File: src/rtl/fir_pkg.sv
// Shared definitions for the time-multiplexed FIR controller.
// Holds the FSM state encoding, the accumulator width rule and the output saturation limits.
// No logic of its own; imported by fir_mac_unit and fir_mac_sched.
package fir_pkg;

  typedef enum logic [1:0] {
    S_IDLE = 2'd0,
    S_MAC  = 2'd1,
    S_OUT  = 2'd2
  } state_t;

  // Full-precision sum of ntaps products of dw x cw signed operands.
  function automatic int fir_aw(input int dw, input int cw, input int ntaps);
    return dw + cw + $clog2(ntaps);
  endfunction

  // Largest value representable in a dw-bit signed output.
  function automatic longint sat_hi(input int dw);
    return (longint'(1) <<< (dw - 1)) - 1;
  endfunction

  // Smallest value representable in a dw-bit signed output.
  function automatic longint sat_lo(input int dw);
    return -(longint'(1) <<< (dw - 1));
  endfunction

endpackage

File: src/rtl/fir_mac_unit.sv
// Shared signed multiplier feeding an accumulate register.
// Latency: acc reflects a*b one clock after en; clr zeroes acc on the next clock.
// Backpressure: none, the controller sequences clr/en.
// Ports: clk, rst (async, active high), clr, en, a (DW signed), b (CW signed), acc (AW signed).
module fir_mac_unit
  import fir_pkg::*;
#(
  parameter int DW = 8,
  parameter int CW = 8,
  parameter int AW = 18
) (
  input  logic                 clk,
  input  logic                 rst,
  input  logic                 clr,
  input  logic                 en,
  input  logic signed [DW-1:0] a,
  input  logic signed [CW-1:0] b,
  output logic signed [AW-1:0] acc
);

  localparam int PW = DW + CW;

  logic signed [PW-1:0] prod;

  // Operands are sign-extended to the product width so the multiply is full precision.
  assign prod = PW'(a) * PW'(b);

  always_ff @(posedge clk or posedge rst) begin
    if (rst) begin
      acc <= '0;
    end else if (clr) begin
      acc <= '0;
    end else if (en) begin
      acc <= acc + AW'(prod);
    end
  end

endmodule

File: src/rtl/fir_mac_sched.sv
// Time-multiplexed FIR: one sample in, NTAPS MAC cycles through a shared multiplier, one saturated sample out.
// Latency: sample accepted at edge t is presented with o_valid sampled high at edge t+NTAPS+1.
// Backpressure: o_y/o_valid hold until i_ready; o_ready stays low from accept until the result is taken.
// Ports: clk, rst, i_x/i_valid/o_ready (sample in), o_y/o_valid/i_ready (result out),
//        i_cw_en/i_cw_addr/i_cw_data (coefficient write, IDLE only), o_cw_drop (rejected-write pulse).
module fir_mac_sched
  import fir_pkg::*;
#(
  parameter int DW    = 8,
  parameter int CW    = 8,
  parameter int NTAPS = 4,
  parameter int SHIFT = 0
) (
  input  logic                        clk,
  input  logic                        rst,
  input  logic signed [DW-1:0]        i_x,
  input  logic                        i_valid,
  output logic                        o_ready,
  output logic signed [DW-1:0]        o_y,
  output logic                        o_valid,
  input  logic                        i_ready,
  input  logic                        i_cw_en,
  input  logic [$clog2(NTAPS)-1:0]    i_cw_addr,
  input  logic signed [CW-1:0]        i_cw_data,
  output logic                        o_cw_drop
);

  localparam int AW = fir_aw(DW, CW, NTAPS);
  localparam int AB = $clog2(NTAPS);
  localparam logic [AB:0]            NT   = (AB + 1)'(NTAPS);
  localparam logic [AB-1:0]          LAST = AB'(NTAPS - 1);
  localparam logic signed [AW-1:0]   Y_HI = AW'(sat_hi(DW));
  localparam logic signed [AW-1:0]   Y_LO = AW'(sat_lo(DW));

  state_t state, nxt;

  logic signed [DW-1:0] dly  [NTAPS];
  logic signed [CW-1:0] coef [NTAPS];
  logic [AB-1:0]        wr_ptr;
  logic [AB-1:0]        rd_ptr;
  logic [AB-1:0]        tap;
  logic                 run;
  logic                 cw_drop;
  logic                 accept;
  logic                 last_tap;
  logic                 cw_ok;
  logic signed [AW-1:0] acc;
  logic signed [AW-1:0] acc_sh;
  logic signed [DW-1:0] y_sat;

  function automatic logic [AB-1:0] ptr_inc(input logic [AB-1:0] p);
    return (p == LAST) ? '0 : p + AB'(1);
  endfunction

  function automatic logic [AB-1:0] ptr_dec(input logic [AB-1:0] p);
    return (p == '0) ? LAST : p - AB'(1);
  endfunction

  assign accept   = i_valid & o_ready;
  assign last_tap = (tap == LAST);
  assign cw_ok    = i_cw_en & (state == S_IDLE) & ({1'b0, i_cw_addr} < NT);

  // rd_ptr walks backwards from the newest sample while tap walks forward
  // through the coefficients, giving line[newest-k]*coef[k] without a modulo.
  always_ff @(posedge clk or posedge rst) begin
    if (rst) begin
      wr_ptr  <= '0;
      rd_ptr  <= '0;
      tap     <= '0;
      run     <= 1'b0;
      cw_drop <= 1'b0;
      for (int i = 0; i < NTAPS; i++) begin
        dly[i]  <= '0;
        coef[i] <= '0;
      end
    end else begin
      run     <= 1'b1;
      cw_drop <= i_cw_en & ~cw_ok;
      if (cw_ok) begin
        coef[i_cw_addr] <= i_cw_data;
      end
      if (accept) begin
        dly[wr_ptr] <= i_x;
        wr_ptr      <= ptr_inc(wr_ptr);
        rd_ptr      <= wr_ptr;
        tap         <= '0;
      end else if (state == S_MAC) begin
        rd_ptr <= ptr_dec(rd_ptr);
        tap    <= last_tap ? '0 : tap + AB'(1);
      end
    end
  end

  fir_mac_unit #(
    .DW (DW),
    .CW (CW),
    .AW (AW)
  ) u_mac (
    .clk (clk),
    .rst (rst),
    .clr (accept),
    .en  (state == S_MAC),
    .a   (dly[rd_ptr]),
    .b   (coef[tap]),
    .acc (acc)
  );

  always_comb begin
    acc_sh = acc >>> SHIFT;
    if (acc_sh > Y_HI) begin
      y_sat = Y_HI[DW-1:0];
    end else if (acc_sh < Y_LO) begin
      y_sat = Y_LO[DW-1:0];
    end else begin
      y_sat = acc_sh[DW-1:0];
    end
  end

  always_ff @(posedge clk or posedge rst) begin
    if (rst) begin
      state <= S_IDLE;
    end else begin
      state <= nxt;
    end
  end

  always_comb begin
    nxt = state;
    case (state)
      S_IDLE:  if (accept)   nxt = S_MAC;
      S_MAC:   if (last_tap) nxt = S_OUT;
      S_OUT:   if (i_ready)  nxt = S_IDLE;
      default: nxt = S_IDLE;
    endcase
  end

  // run keeps o_ready low while reset is held and for the release cycle.
  always_comb begin
    o_ready = 1'b0;
    o_valid = 1'b0;
    o_y     = '0;
    case (state)
      S_IDLE: o_ready = run;
      S_OUT: begin
        o_valid = 1'b1;
        o_y     = y_sat;
      end
      default: ;
    endcase
  end

  assign o_cw_drop = cw_drop;

endmodule

File: config.mk
export PLATFORM = sky130hd
export DESIGN_NAME = fir_mac_sched
export DESIGN_NICKNAME = d
export VERILOG_FILES = /design/src/rtl/fir_pkg.sv /design/src/rtl/fir_mac_unit.sv /design/src/rtl/fir_mac_sched.sv
export SDC_FILE = /design/constraint.sdc
export NUM_CORES = 1
export LEC_CHECK = 0
export ABC_AREA = 1
export CELL_PAD_IN_SITES_DETAIL_PLACEMENT = 0
export CELL_PAD_IN_SITES_GLOBAL_PLACEMENT = 1
export CORE_MARGIN = 3
export CORE_UTILIZATION = 49
export CTS_BUF_LIST = sky130_fd_sc_hd__clkbuf_4 sky130_fd_sc_hd__clkbuf_8
export DETAILED_ROUTE_END_ITERATION = 12
export MAX_ROUTING_LAYER = met4
export PLACE_DENSITY_LB_ADDON = 0.08
export SLEW_MARGIN = 5
export SYNTH_ARGS = -nofsm -noshare
export SYNTH_HDL_FRONTEND = slang
export SYNTH_SLANG_ARGS = --single-unit
File: constraint.sdc
create_clock -name clk -period 7.2 [get_ports clk]
set_clock_uncertainty 0.05 [all_clocks]
set_input_delay 0.72 -clock clk [delete_from_list [all_inputs] [get_ports clk]]
set_output_delay 0.72 -clock clk [all_outputs]
set_load 0.02 [all_outputs]
==> results of run 1 <==
[state kept, by name, indices dropped and copies added (netlist names)]
name       count
u_mac.acc     18
run            1
wr_ptr         2
dly           32
rd_ptr         2
tap            2
o_cw_drop      1
state          2
coef          32
[kinds of logic after synthesis]
| group | after synthesis | synth area share (%) |
|---|---|---|
| compound gates | 117 | 9.592 |
| xor+xnor | 6 | 0.6805 |
| fa+ha+maj | 128 | 28.52 |
| buf+inv | 201 | 10.47 |
| flops | 92 | 29.81 |
| mux | 24 | 3.500 |
| other cells | 1 | 0.04856 |
| simple gates | 315 | 17.39 |
[worst register-to-register path, delay by kind of cell, from the launching register on]
family | cells | cell delay (ps)
and+or+nand+nor | 7 | 740
AOI/OAI and AO/OA | 3 | 840
DFF | 1 | 610
adders and majority gates | 6 | 2870
buffers and inverters | 5 | 800
[placed cells by master, fill, tap and decap left out, drive strengths merged, types with 2 or more instances in the layout]
master         count
nand2            198
inv              185
dfrtp             92
nor2              81
fa                80
o21ai             64
ha                48
clkdlybuf4s50     33
nand3             28
a21oi             27
mux2              24
a32oi             15
clkbuf            10
o22ai              5
xnor2              5
nand4              5
buf                3
clkinv             3
o221ai             2
bufinv             2
[per-stage QoR]
stage	cells	setup slack (ps)	hold WS, ps	utilization (%)
final	1130	1236	442.7	55.23
after global routing	1130	818.0	462.3	55.23
after CTS	1130	1278	449.9	55.23
after detailed placement	1114	1309	423.6	53.70
after global placement	1114	1509	417.6	53.70
after floorplan	884	1718	403.3	-
[metal layers]
metal	share of wire, %	vias up	global-route usage, %	wire length, um
met3	4.4	26	3.867	764
met4	2.3	0	7.351	392
met1	47	2739	29.53	8131
met2	46	137	34.07	8067
met5	0	-	-	0
li1	-	2802	-	-
[final timing paths]
path / to / from / depth (start not counted) / slack [ps]
max in group asynchronous: dly[8]$_DFFE_PP0P_ / rst / 3 / 5220
setup / recovery: u_mac.acc[16]$_DFFE_PP0P_ / tap[0]$_DFFE_PP0P_ / 21 / 1240
min in group asynchronous: dly[25]$_DFFE_PP0P_ / rst / 2 / 640
hold reg to reg: coef[24]$_DFFE_PP0P_ / coef[24]$_DFFE_PP0P_ / 2 / 440
hold / removal: coef[24]$_DFFE_PP0P_ / coef[24]$_DFFE_PP0P_ / 2 / 440
setup reg to reg: u_mac.acc[16]$_DFFE_PP0P_ / tap[0]$_DFFE_PP0P_ / 21 / 1240
[cell type report]
cell class                 instances  area [um^2]
clock buffer                      10        131.4
clock inverter                     6        102.6
fill                            1421         6857
inverter                         184        693.2
multi-input combinational        591         4612
sequential                        92         2302
tap                              211        264.0
timing repair buffer              36        352.8
==> results by group, run 1 <==
Place
  – IO buf count: 33
  – DP Wirelength: roughly 14000 um
  – GP Congestion: about 0.94
  – Post-DP Area: just over 8000 um^2

Logic synthesis
  – Cell taking the most area after synthesis: dfrtp_1
  – Post-synth top area share: approximately 30%
  – Yosys cell types: 38
  – Post-synth EDFFs: 0
  – Top cells by area, synth: dfrtp_1, fa_1, nand2_1
  – Register area share after synthesis: between 20 and 30%
  – Asr flop ratio synth: 100.0%
  – Syn avg cell area: approximately 8.7 um^2
  – Yosys reg bits: 92
  – Commonest cells in the netlist: nand2_1, inv_1, dfrtp_1, fa_1, nor2_1
  – Synth Instances: around 880
  – Syn nets: roughly 1000
  – Count leader, synth: nand2_1
  – Synth Flop Type: dfrtp_1
  – Cell Area, Synth: between 7000 and 8000 um^2
  – Synth warn: 0

Critical path
  – Crit. End Element: flip-flop
  – Arr. time, crit path: 6230 ps
  – CP top delay family: adder cells
  – Most used cell, CP: fa_1
  – Critical path cell sequence: clkinv_2 -> nand2_1 -> a32oi_2 -> inv_1 -> nor2_1 -> buf_4 -> inv_1 -> fa_1 -> inv_1 -> fa_1 -> fa_1 -> fa_1 -> fa_1 -> ha_1 -> a21oi_1 -> nand2_1 -> nand4_1 -> nand3_1 -> nand2_1 -> nand2_1 -> o21ai_0
  – Slowest cell on crit path: dfrtp_1
  – CP max FO: 18
  – WP data required: ~7500 ps
  – CP Launch Type: flip-flop
  – Worst path bufs/invs: 5
  – Crit path largest cell delay: a little over 600 ps
  – Critical setup path kind: reg2reg

STA
  – RSZ-0062 raised after global routing: false
  – FMAX: 0.1677 GHz
  – Hold Vio Cnt, Final: 0
  – Worst slew pin tran: roughly 900 ps
  – # setup viols final: 0
  – Slew headroom: 39.96%
  – Final Cycle Share: slightly above 80%
  – Post-route minimum period: roughly 6000 ps
  – Final slew viol count: 0
  – Setup TNS: 0 ps

Clocking
  – Hold Buf Count CTS: 0
  – H-tree depth: 3
  – Post-CTS setup buffers: 0
  – CTS clk-pin slew, worst paths: approximately 110 ps
  – Cts bufs inserted: 9
  – CTS tree: done
  – Clk sinks: between 90 and 100
  – CTS root buffer: clkbuf_8
  – Later-pin clock latency in the skew report: 390 ps
  – Post-CTS sizing: 0
  – Clock buffer depth: 2

Floorplan
  – Core area: 15310 um^2
  – Row Count: 45
  – Die H: between 100 and 150 um
  – IO Count: 34
  – Starting density of the core: 50.42%
  – Die W: between 100 and 150 um
  – Die area: around 17000 um^2

Cells and area
  – Layout cell share with drive strength beyond 1: under 10%
  – Layout net count: ~1100
  – Ant. Diodes: 0
  – Fin area: 8458 um^2
  – Area delta synth->final: 9.527%

Detailed routing
  – DRT Pass-1 Iters: 5
  – Post-DR wirelength/cell: approximately 15 um
  – Vias per cell: 5.048
  – Vias: ~5700
  – Total Wirelength: 17360 um
  – DRT iter0 DRCs: approximately 340
  – DRC Markers: 0
  – Post-route ant nets: 0

Outcome
  – Outcome: completed

Global routing
  – Pin count of the biggest net entering global routing: between 60 and 70
  – Initial antenna violation count: 0
  – First-pass GRT wire length: between 20000 and 30000 um
  – Number of global-route vias before repair: about 5900
  – All-layer global routing usage: approximately 22%
  – Grt ovf: 0

Flow run
  – Max-Cap Viols: 0

Hold path
  – Hold crit path type: reg2reg
Power of run 1 is left out: the tool's default activity adds up to more than one toggle a clock period on the data nets, which glitch-free logic cannot reach.
==> run 2, diff against run 1 <==
==> constraint.sdc (replaced) <==
create_clock -name clk -period 5.8 [get_ports clk]
set_clock_uncertainty 0.05 [all_clocks]
set_input_delay 0.58 -clock clk [delete_from_list [all_inputs] [get_ports clk]]
set_output_delay 0.58 -clock clk [all_outputs]
set_load 0.02 [all_outputs]
==> run 2 against run 1 <==
  * Via count up 1.6%
  * Worst hold slack better by 1.5 ps
  * Worst setup slack got worse by 800 ps
  * Critical path depth decreased by 2
  * Non-clock buffer count increased by 12
  * Flip-flop and latch count stayed put
  * Register-to-register slack got worse by 800 ps
  * Design area is 1.5% higher
  * Fmax increased by 11%
==> results by group, run 2 (synthesis results as in run 1) <==
Detailed routing
  – DRT iter0 DRCs: 429
  – Post-route ant nets: 0
  – DRT Pass-1 Iters: 4
  – DRC Markers: 0
  – Post-DR wirelength/cell: around 16 um
  – Total Wirelength: roughly 18000 um
  – Vias per cell: roughly 5.1
  – Vias: slightly below 6000

Critical path
  – Critical setup path kind: reg2reg
  – R2R Path Start: tap[0]$_DFFE_PP0P_
  – CP endpoint: u_mac.acc[16]$_DFFE_PP0P_
  – Reg2reg setup slack: roughly 430 ps
  – Slowest cell on crit path: fa_1
  – Worst r2r dst: u_mac.acc[16]$_DFFE_PP0P_
  – CP Launch Type: flip-flop
  – Crit. End Element: flip-flop
  – CP max FO: 7
  – CP startpoint: tap[0]$_DFFE_PP0P_
  – Crit path largest cell delay: 580 ps
  – Critical path cell sequence: buf_4 -> nand2_1 -> a32oi_2 -> inv_1 -> nor2_1 -> ha_1 -> fa_1 -> fa_1 -> inv_1 -> fa_1 -> inv_1 -> ha_1 -> ha_1 -> a21oi_1 -> a21boi_0 -> nand3_1 -> nand2_1 -> nand2_1 -> o21ai_0
  – WP data required: slightly above 6000 ps
  – R2R depth: 19
  – Arr. time, crit path: between 5000 and 6000 ps

Cells and area
  – Area of the multi-input gates: about 4700 um^2
  – Commonest non-fill, non-tap cell in the layout: nand2_1
  – Layout cell share with drive strength beyond 1: 8.915%
  – Area delta synth->final: 11.21%
  – Fillers: 1441
  – Most frequent cells in the layout: nand2_1, inv_1, dfrtp_1, fa_1, nor2_1
  – Regs by FF count: coef (32), dly (32), u_mac.acc (18)
  – Ant. Diodes: 0
  – Layout net count: 1077
  – Reg area: 2302 um^2

Global routing
  – First-pass GRT wire length: about 30000 um
  – Grt ovf: 0
  – All-layer global routing usage: 22.69%
  – Number of global-route vias before repair: roughly 6000
  – Initial antenna violation count: 0
  – Pin count of the biggest net entering global routing: 63

Clocking
  – Clk sinks: 92
  – CTS tree: done
  – H-tree depth: 3
  – CTS clk-pin slew, worst paths: about 110 ps
  – Cts bufs inserted: 9
  – Later-pin clock latency in the skew report: around 400 ps
  – Post-CTS setup buffers: 0
  – Clock buffer depth: 2
  – CTS root buffer: clkbuf_8

Floorplan
  – Core area: 15310 um^2
  – Die H: roughly 130 um
  – Die area: ~17000 um^2
  – IO Count: 34
  – Die W: 131.5 um
  – Row Count: 45
  – Starting density of the core: about half

Hold path
  – Hold crit path type: reg2reg

Outcome
  – Outcome: completed

STA
  – Slew headroom: 39.03%
  – # setup viols final: 0
  – FMAX: approximately 0.19 GHz
  – Worst slew pin tran: about 910 ps
  – Setup ws final: about 430 ps
  – Final Cycle Share: 92.51%
  – Final slew viol count: 0
  – Hold Vio Cnt, Final: 0
  – Post-route minimum period: roughly 5400 ps

Flow run
  – Max-Cap Viols: 0

Place
  – DP Wirelength: between 10000 and 15000 um
  – Dpl ws: 247.7 ps
  – GP Congestion: slightly above 0.9
  – IO buf count: 33
## run 2: per-stage QoR
step	hold WS [ps]	area, um^2	setup TNS [ps]	instances	util (%)
6_report	444.2	8588	0	1142	56.08
5_1_grt	469.3	8588	-9.142	1142	56.08
4_1_cts	451.2	8536	0	1142	55.74
3_5_place_dp	424.0	8314	0	1126	54.29
3_3_place_gp	416.0	8314	0	1126	54.29
2_1_floorplan	403.3	7722	0	884	-
## run 2: critical path, delay by kind of cell (launching register included)
| kind | cells | cell delay [ps] |
|---|---|---|
| AOI/OAI and AO/OA | 4 | 880 |
| adders and majority gates | 6 | 2650 |
| buffers and inverters | 4 | 560 |
| and+or+nand+nor | 5 | 660 |
| DFF | 1 | 480 |
## run 2: worst min-delay path by stage
stage	start	endpoint	slack, ps	cells past startpoint
after detailed placement	coef[4]$_DFFE_PP0P_	coef[4]$_DFFE_PP0P_	420	2
after CTS	dly[8]$_DFFE_PP0P_	dly[8]$_DFFE_PP0P_	450	1
after global placement	coef[24]$_DFFE_PP0P_	coef[24]$_DFFE_PP0P_	420	2
after global routing	dly[8]$_DFFE_PP0P_	dly[8]$_DFFE_PP0P_	470	1
after floorplan	coef[0]$_DFFE_PP0P_	coef[0]$_DFFE_PP0P_	400	2
final	coef[20]$_DFFE_PP0P_	coef[20]$_DFFE_PP0P_	440	2
## run 2: cell type report
cell class	count	share of cell area, %
Clock buffer	9	1.442
Clock inverter	7	1.136
Inverter	184	8.159
Multi-Input combinational cell	591	54.22
Sequential cell	92	26.81
Tap cell	211	3.074
Timing Repair Buffer	48	5.157
## run 2: layer usage
metal  routed length, um  vias up  track usage (%)
li1                    -     2819                -
met1                8282     2869            30.77
met2                8761       94            36.85
met3                 601       16            3.637
met4                 182        0            4.084
met5                   0        -                -
## run 2: timing repair
item / in CTS / in global routing
endpoints found under the setup margin: 0 / 6
resized for setup: 0 / 12
hold buffers: 0 / 0
Power of run 2 is left out for the same reason.
